==> src/rtl/fft_sink_pkg.sv <==
// fft_sink_pkg: shared types and status-word field positions for fft_result_sink.
package fft_sink_pkg;

    typedef enum logic [1:0] {
        IDLE    = 2'd0,
        COLLECT = 2'd1,
        DRAIN   = 2'd2
    } sink_state_t;

    localparam int unsigned STAT_SEQ_ERR_BIT = 16;
    localparam int unsigned STAT_BUSY_BIT    = 17;
    localparam int unsigned STAT_LEVEL_LSB   = 24;
    localparam int unsigned STAT_LEVEL_W     = 8;

endpackage

==> src/rtl/fft_result_sink_if.sv <==
// fft_result_sink_if: Avalon-MM write/status port plus result stream of the FFT result sink.
interface fft_result_sink_if #(
    parameter int unsigned DATAWIDTH    = 32,
    parameter int unsigned ADDRESSWIDTH = 9
);
    logic [ADDRESSWIDTH-1:0] slave_address;
    logic                    slave_write;
    logic [DATAWIDTH-1:0]    slave_writedata;
    logic                    slave_waitrequest;
    logic                    slave_read;
    logic [DATAWIDTH-1:0]    slave_readdata;
    logic                    slave_readdatavalid;
    logic [DATAWIDTH-1:0]    out_data;
    logic                    out_valid;
    logic                    out_ready;
    logic                    out_last;
    logic                    frame_done;

    // Environment side: FFT master plus downstream consumer.
    modport master (
        output slave_address, slave_write, slave_writedata, slave_read, out_ready,
        input  slave_waitrequest, slave_readdata, slave_readdatavalid,
        input  out_data, out_valid, out_last, frame_done
    );

    // Sink side.
    modport slave (
        input  slave_address, slave_write, slave_writedata, slave_read, out_ready,
        output slave_waitrequest, slave_readdata, slave_readdatavalid,
        output out_data, out_valid, out_last, frame_done
    );
endinterface

==> src/rtl/sink_fifo.sv <==
// sink_fifo: synchronous FIFO with flop storage; head word read directly from storage registers.
module sink_fifo #(
    parameter int unsigned WIDTH = 33,
    parameter int unsigned DEPTH = 16,
    localparam int unsigned LW   = $clog2(DEPTH) + 1
) (
    input  logic             clk,
    input  logic             n_rst,
    input  logic             push,
    input  logic [WIDTH-1:0] wr_data,
    input  logic             pop,
    output logic [WIDTH-1:0] rd_data,
    output logic             full,
    output logic             empty,
    output logic [LW-1:0]    level
);
    localparam int unsigned AW = $clog2(DEPTH);

    logic [WIDTH-1:0] mem [DEPTH];
    logic [AW-1:0]    wr_ptr;
    logic [AW-1:0]    rd_ptr;
    logic [LW-1:0]    count;
    logic             do_push;
    logic             do_pop;

    assign full    = (count == LW'(DEPTH));
    assign empty   = (count == '0);
    assign level   = count;
    assign rd_data = mem[rd_ptr];
    // A full FIFO never takes a push, even when a pop frees a slot this cycle.
    assign do_push = push && !full;
    assign do_pop  = pop && !empty;

    // Storage array; cleared on reset so the head reads zero out of reset.
    always_ff @(posedge clk or negedge n_rst) begin
        if (!n_rst) begin
            for (int unsigned i = 0; i < DEPTH; i++) begin
                mem[i] <= '0;
            end
        end else if (do_push) begin
            mem[wr_ptr] <= wr_data;
        end
    end

    // Pointer and occupancy tracking.
    always_ff @(posedge clk or negedge n_rst) begin
        if (!n_rst) begin
            wr_ptr <= '0;
            rd_ptr <= '0;
            count  <= '0;
        end else begin
            if (do_push) begin
                wr_ptr <= wr_ptr + AW'(1);
            end
            if (do_pop) begin
                rd_ptr <= rd_ptr + AW'(1);
            end
            case ({do_push, do_pop})
                2'b10:   count <= count + LW'(1);
                2'b01:   count <= count - LW'(1);
                default: count <= count;
            endcase
        end
    end
endmodule

==> src/rtl/fft_result_sink.sv <==
// fft_result_sink: terminates the FFT master's write stream, buffers one frame through a FIFO
// and re-emits it as a valid/ready stream with end-of-frame tag and completion pulse.
// Optional status readback and address-sequence checking: define FFT_SINK_STATUS_EN.
module fft_result_sink #(
    parameter int unsigned DATAWIDTH    = 32,
    parameter int unsigned ADDRESSWIDTH = 9,
    parameter int unsigned FRAME_LEN    = 512,
    parameter int unsigned FIFO_DEPTH   = 16
) (
    input  logic              clk,
    input  logic              n_rst,
    fft_result_sink_if.slave  bus
);
    import fft_sink_pkg::*;

    localparam int unsigned LW = $clog2(FIFO_DEPTH) + 1;
    localparam logic [ADDRESSWIDTH-1:0] LAST_IDX = ADDRESSWIDTH'(FRAME_LEN - 1);

    sink_state_t             state;
    sink_state_t             state_n;
    logic [ADDRESSWIDTH-1:0] idx;
    logic [ADDRESSWIDTH-1:0] idx_n;
    logic                    push_last;
    logic                    accept;
    logic                    pop;
    logic                    fifo_full;
    logic                    fifo_empty;
    logic [LW-1:0]           level;
    logic [DATAWIDTH:0]      head;
    logic                    head_last;
    logic                    frame_done_q;

    assign bus.slave_waitrequest = bus.slave_write && (fifo_full || (state == DRAIN));
    assign accept    = bus.slave_write && !bus.slave_waitrequest;
    assign head_last = head[DATAWIDTH];
    assign pop       = !fifo_empty && bus.out_ready;

    assign bus.out_valid  = !fifo_empty;
    assign bus.out_data   = head[DATAWIDTH-1:0];
    assign bus.out_last   = !fifo_empty && head_last;
    assign bus.frame_done = frame_done_q;

    sink_fifo #(
        .WIDTH (DATAWIDTH + 1),
        .DEPTH (FIFO_DEPTH)
    ) u_fifo (
        .clk     (clk),
        .n_rst   (n_rst),
        .push    (accept),
        .wr_data ({push_last, bus.slave_writedata}),
        .pop     (pop),
        .rd_data (head),
        .full    (fifo_full),
        .empty   (fifo_empty),
        .level   (level)
    );

    // Frame sequencing: word index advance, last tagging and state transitions.
    always_comb begin
        state_n   = state;
        idx_n     = idx;
        push_last = (idx == LAST_IDX);
        unique case (state)
            IDLE, COLLECT: begin
                if (accept) begin
                    idx_n   = push_last ? '0 : idx + ADDRESSWIDTH'(1);
                    state_n = push_last ? DRAIN : COLLECT;
                end
            end
            DRAIN: begin
                if (pop && head_last) begin
                    state_n = IDLE;
                end
            end
            default: state_n = IDLE;
        endcase
    end

    // State, index and completion-pulse registers.
    always_ff @(posedge clk or negedge n_rst) begin
        if (!n_rst) begin
            state        <= IDLE;
            idx          <= '0;
            frame_done_q <= 1'b0;
        end else begin
            state        <= state_n;
            idx          <= idx_n;
            frame_done_q <= pop && head_last;
        end
    end

`ifdef FFT_SINK_STATUS_EN
    logic                 seq_err;
    logic                 seq_err_n;
    logic [DATAWIDTH-1:0] status;
    logic [DATAWIDTH-1:0] rdata_q;
    logic                 rvalid_q;

    // The first write of a frame starts a fresh error record; later writes accumulate.
    always_comb begin
        seq_err_n = seq_err;
        if (accept) begin
            seq_err_n = ((state == COLLECT) && seq_err) || (bus.slave_address != idx);
        end
    end

    // Status word assembled from current registered state.
    always_comb begin
        status                                    = '0;
        status[ADDRESSWIDTH-1:0]                  = idx;
        status[STAT_SEQ_ERR_BIT]                  = seq_err;
        status[STAT_BUSY_BIT]                     = (state != IDLE);
        status[STAT_LEVEL_LSB +: STAT_LEVEL_W]    = STAT_LEVEL_W'(level);
    end

    // Sticky sequence error and one-cycle-latency status read response.
    always_ff @(posedge clk or negedge n_rst) begin
        if (!n_rst) begin
            seq_err  <= 1'b0;
            rdata_q  <= '0;
            rvalid_q <= 1'b0;
        end else begin
            seq_err  <= seq_err_n;
            rvalid_q <= bus.slave_read;
            if (bus.slave_read) begin
                rdata_q <= status;
            end
        end
    end

    assign bus.slave_readdata      = rdata_q;
    assign bus.slave_readdatavalid = rvalid_q;
`else
    logic unused_status;

    assign bus.slave_readdata      = '0;
    assign bus.slave_readdatavalid = 1'b0;
    assign unused_status           = &{1'b0, bus.slave_read, bus.slave_address, level};
`endif
endmodule
==> src/flat_wrapper.sv <==
// flat-port wrapper written by rule: the top's interface ports become plain ports
module fft_result_sink_flat import fft_sink_pkg::*;
#(
    parameter int unsigned DATAWIDTH    = 32,
    parameter int unsigned ADDRESSWIDTH = 9,
    parameter int unsigned FRAME_LEN    = 512,
    parameter int unsigned FIFO_DEPTH   = 16
)
  (clk, n_rst, bus_slave_address, bus_slave_write, bus_slave_writedata, bus_slave_read, bus_out_ready, bus_slave_waitrequest, bus_slave_readdata, bus_slave_readdatavalid, bus_out_data, bus_out_valid, bus_out_last, bus_frame_done);
  fft_result_sink_if #(.DATAWIDTH(DATAWIDTH), .ADDRESSWIDTH(ADDRESSWIDTH)) bus_i ();
  input  logic clk;
  input  logic n_rst;
  input wire logic [$bits(bus_i.slave_address)-1:0] bus_slave_address;
  input wire logic [$bits(bus_i.slave_write)-1:0] bus_slave_write;
  input wire logic [$bits(bus_i.slave_writedata)-1:0] bus_slave_writedata;
  input wire logic [$bits(bus_i.slave_read)-1:0] bus_slave_read;
  input wire logic [$bits(bus_i.out_ready)-1:0] bus_out_ready;
  output wire logic [$bits(bus_i.slave_waitrequest)-1:0] bus_slave_waitrequest;
  output wire logic [$bits(bus_i.slave_readdata)-1:0] bus_slave_readdata;
  output wire logic [$bits(bus_i.slave_readdatavalid)-1:0] bus_slave_readdatavalid;
  output wire logic [$bits(bus_i.out_data)-1:0] bus_out_data;
  output wire logic [$bits(bus_i.out_valid)-1:0] bus_out_valid;
  output wire logic [$bits(bus_i.out_last)-1:0] bus_out_last;
  output wire logic [$bits(bus_i.frame_done)-1:0] bus_frame_done;
  assign bus_i.slave_address = bus_slave_address;
  assign bus_i.slave_write = bus_slave_write;
  assign bus_i.slave_writedata = bus_slave_writedata;
  assign bus_i.slave_read = bus_slave_read;
  assign bus_i.out_ready = bus_out_ready;
  assign bus_slave_waitrequest = bus_i.slave_waitrequest;
  assign bus_slave_readdata = bus_i.slave_readdata;
  assign bus_slave_readdatavalid = bus_i.slave_readdatavalid;
  assign bus_out_data = bus_i.out_data;
  assign bus_out_valid = bus_i.out_valid;
  assign bus_out_last = bus_i.out_last;
  assign bus_frame_done = bus_i.frame_done;
  fft_result_sink #(.DATAWIDTH(DATAWIDTH), .ADDRESSWIDTH(ADDRESSWIDTH), .FRAME_LEN(FRAME_LEN), .FIFO_DEPTH(FIFO_DEPTH)) u_core (.clk(clk), .n_rst(n_rst), .bus(bus_i));
endmodule
==> config.mk <==
export PLATFORM = sky130hd
export DESIGN_NAME = fft_result_sink_flat
export DESIGN_NICKNAME = d
export VERILOG_FILES = /design/src/rtl/fft_sink_pkg.sv /design/src/rtl/fft_result_sink_if.sv /design/src/rtl/sink_fifo.sv /design/src/rtl/fft_result_sink.sv /design/src/flat_wrapper.sv
export SDC_FILE = /design/constraint.sdc
export NUM_CORES = 1
export LEC_CHECK = 0
export ABC_CLOCK_PERIOD_IN_PS = 8150
export BUFFER_PORTS_ARGS = -buffer_cell sky130_fd_sc_hd__clkbuf_2
export CAP_MARGIN = 20
export CORE_AREA = 2 2 200 241
export CTS_CLUSTER_SIZE = 30
export DETAILED_ROUTE_END_ITERATION = 7
export DIE_AREA = 0 0 202 243
export PLACE_DENSITY = 0.72
export SYNTH_ARGS = -nofsm -noshare
export SYNTH_HDL_FRONTEND = slang
export SYNTH_SLANG_ARGS = --single-unit
==> constraint.sdc <==
create_clock -name clk -period 8.15 [get_ports clk]
set_input_delay 0.4075 -clock clk [delete_from_list [all_inputs] [get_ports clk]]
set_output_delay 0.4075 -clock clk [all_outputs]
set_load 0.005 [all_outputs]
==> results.tsv <==
stage	metric	value	unit
final_layout	share of layout cells above drive strength 1	55.8	%
synth	warnings from Yosys	0	
timing	final worst path period need	3850	ps
global_route	initial antenna violation count	2	
routing	DRT Pass-1 Iters	6	
timing	unrepaired setup endpoints after global routing	no	
clock_network	CTS clock-pin slew for the worst setup and hold paths	60	ps
setup_path	CP max stage delay	800	ps
floorplanning	Die ar.	49100	um^2
clock_network	buffer depth of the longest clock path	3	
setup_path	Worst Path Arrival	3440	ps
final_layout	area grow syn2layout	9.92	%
global_route	first-pass GRT wire length	86900	um
timing	Max Fclk	260	MHz
clock_network	TritonCTS Buffers	54	
synth	leading area contributor after synthesis	dfrtp_1	
floorplanning	io pins	115	
routing	DR WL/cell	24.6	um
clock_network	TritonCTS Sinks	553	
placed_design	placement-stage cell area	26000	um^2
outcome	status	complete, no violations	
routing	antenna-violating nets left	0	
routing	DRC	0	
global_route	GRT overflow	0	
setup_path	crit path max fanout	43	
timing	Hold Fails Final Rpt	0	
power_and_ir_drop	PD cells	230	nW/um^2
routing	vias per inst	5.99	
hold_path	Worst Hold Depth	3	
synth	Seq cells post-synth	553	
timing	Max Slew Vio Count	0	
setup_path	Reg2Reg Depth	12	
global_route	largest net degree at the start of global routing	187	
setup_path	crit path launch type	flop	
synth	top cell type's share of synthesized area	54.5	%
routing	via count	13400	
setup_path	Worst Path Required	7740	ps
global_route	number of global-route vias before repair	14700	
timing	hold slack	129	ps
floorplanning	Rows	87	
power_and_ir_drop	static leakage	13.5	nW
placed_design	detailed placement HPWL	30100	um
global_route	Overall Global Routing Usage	23.2	%
setup_path	Crit path top cell by count	mux4_2	
clock_network	Clock Tree Root	clkbuf_16	
synth	Top FF cell, synth	dfrtp_1	
synth	Syn Area/Cell	16.5	um^2
synth	sequential area share after synthesis	54.5	%
final_layout	final instance area	27900	um^2
routing	DRT Wirelength	55000	um
floorplanning	core area	46700	um^2
placed_design	PortBufs	71	
timing	Worst-Margin Slew	989	ps
timing	Max Clock Skew	25.7	ps
timing	Final Setup Violations	0	
setup_path	cell breakdown of the critical path	buf_4 > mux4_2 > mux4_2 > clkbuf_2	
hold_path	Hold WC Path Type	input port to flop	
power_and_ir_drop	Power, Total	6.40	mW
synth	Synth async-reset ratio	100	%
timing	setup TNS	0	ps
synth	post-synth cell types	42	
final_layout	Post-layout nets	1624	
placed_design	Final GP Congestion	0.727	
synth	Post-synth EDFFs	0	
flow_run	max-cap viol count	0	
routing	Iter 0 DRT Violations	714	
timing	post-route clock period utilization	47.2	%
clock_network	Post-CTS Resized	0	
setup_path	worst setup path class	flop to output port	
synth	Post-Syn Instances	1536	
floorplanning	chip height	243	um
synth	top post-synthesis cells by area	dfrtp_1 55%, mux2_2 23%, mux4_2 15%, buf_4 0.98%, buf_6 0.80%	
clock_network	level count of the clock H-tree	2	
setup_path	Crit. End Element	output port	
power_and_ir_drop	Peak VDD IR	0.204	mV
floorplanning	initial core utilization	54.4	%
setup_path	critical path's slowest cell	buf_4	
floorplanning	die width	202	um
clock_network	Worst-Skew Late Latency	620	ps
timing	Slew headroom	34.0	%
clock_network	CTS tree	yes	
synth	synthesized area	25400	um^2
-- critical path, delay by kind of cell (launching register included) --
family,cells,cell delay (ps)
DFF,1,720
buffers and inverters,2,950
muxes,2,1140
-- kinds of logic after synthesis --
| family | share of synthesized area, % |
|---|---|
| buffers and inverters | 3.96 |
| and+or+nand+nor | 1.63 |
| other | 0.0148 |
| AOI/OAI and AO/OA | 0.774 |
| DFF | 54.5 |
| xor gates and xnor gates | 0.518 |
| muxes | 38.0 |
| adders and majority gates | 0.542 |
-- through the flow --
stage | util [%] | worst slack (ps) | cells
3_5_place_dp | 55.6 | 4830 | 2131
4_1_cts | 59.6 | 4190 | 2231
6_report | 59.7 | 4300 | 2234
3_3_place_gp | 55.6 | 4860 | 2131
5_1_grt | 59.7 | 4100 | 2234
2_1_floorplan | - | 5080 | 1568
-- flip-flops by register name (all words and copies together) (netlist names) --
| name | flops |
|---|---|
| u_core.u_fifo.wr_ptr | 4 |
| u_core.u_fifo.level | 5 |
| u_core.idx | 9 |
| u_core.bus.frame_done | 1 |
| u_core.state | 2 |
| u_core.u_fifo.mem | 528 |
| u_core.u_fifo.rd_ptr | 4 |
-- synthesized netlist by cell type (2+ instances only) --
master and number:
buf_6 18, buf_2 40, mux2_2 519, and3_1 3, and2_1 2, a21oi_1 7
clkbuf_8 8, nand4_1 3, nand3_1 2, clkbuf_1 49, mux4_2 164, nor2_2 12
dfrtp_1 553, nand2_1 24, inv_1 7, nor2_1 6, nand2b_1 3, buf_4 33
nand3_2 5, xor2_1 6, a21boi_0 2, mux2i_1 3, a22o_1 4, o21ai_0 10
ha_1 11, nor2b_1 3, mux2_1 8, xnor2_1 9, buf_1 9
-- routing by layer --
layer | GRT usage, % | wire length (um) | share of wire, % | up-vias
met5 | 0 | 12 | 0.022 | -
met4 | 5.60 | 1170 | 2.1 | 2
met3 | 3.83 | 2080 | 3.8 | 84
met2 | 39.2 | 28000 | 51 | 245
met1 | 31.7 | 23800 | 43 | 7344
li1 | - | - | - | 5704
-- power breakdown --
group	switching (mW)	internal, mW	total [mW]
clock	1.08	1.51	2.58
combinational	0.466	0.387	0.853
sequential	0.195	2.77	2.97
-- timing repair --
action	4_1_cts	5_1_grt
hold buffers	1	0
hold endpoints to repair	97	0
buffers inserted	0	0
-- worst paths after layout --
kind,from,end,slack [ps]
setup / recovery,u_core.u_fifo.rd_ptr[0],bus_out_data[28],4300
hold reg to reg,u_core.state[1],u_core.state[0],460
max in group asynchronous,n_rst,u_core.u_fifo.mem[1],5930
hold / removal,bus_out_ready,u_core.u_fifo.rd_ptr[0],130
setup reg to reg,u_core.u_fifo.level[1],u_core.u_fifo.level[4],4810
min in group asynchronous,n_rst,u_core.u_fifo.rd_ptr[1],430
-- final cells by class --
class	instances	area, um^2
clock buffers	80	1620
fillers	3522	18800
diodes	1	2.50
flip-flops and latches	553	13900
multi-input cells	851	10700
well taps	623	779
inverters	7	26.3
repair buffers	100	651
clock inverters	19	250
-- layout by cell type, fill, tap and decap left out, types with 8 or more instances in the layout --
master / count
dfrtp_1: 549
mux2_2: 519
mux4_2: 164
clkbuf_2: 70
clkbuf_16: 55
conb_1: 33
nand2_1: 24
buf_4: 24
clkbuf_8: 15
nor2_4: 12
ha_1: 11
clkinv_2: 11
o21ai_0: 10
clkbuf_1: 10
xnor2_1: 9
mux2_1: 8
No activity file was read; power rests on OpenSTA's default activity.
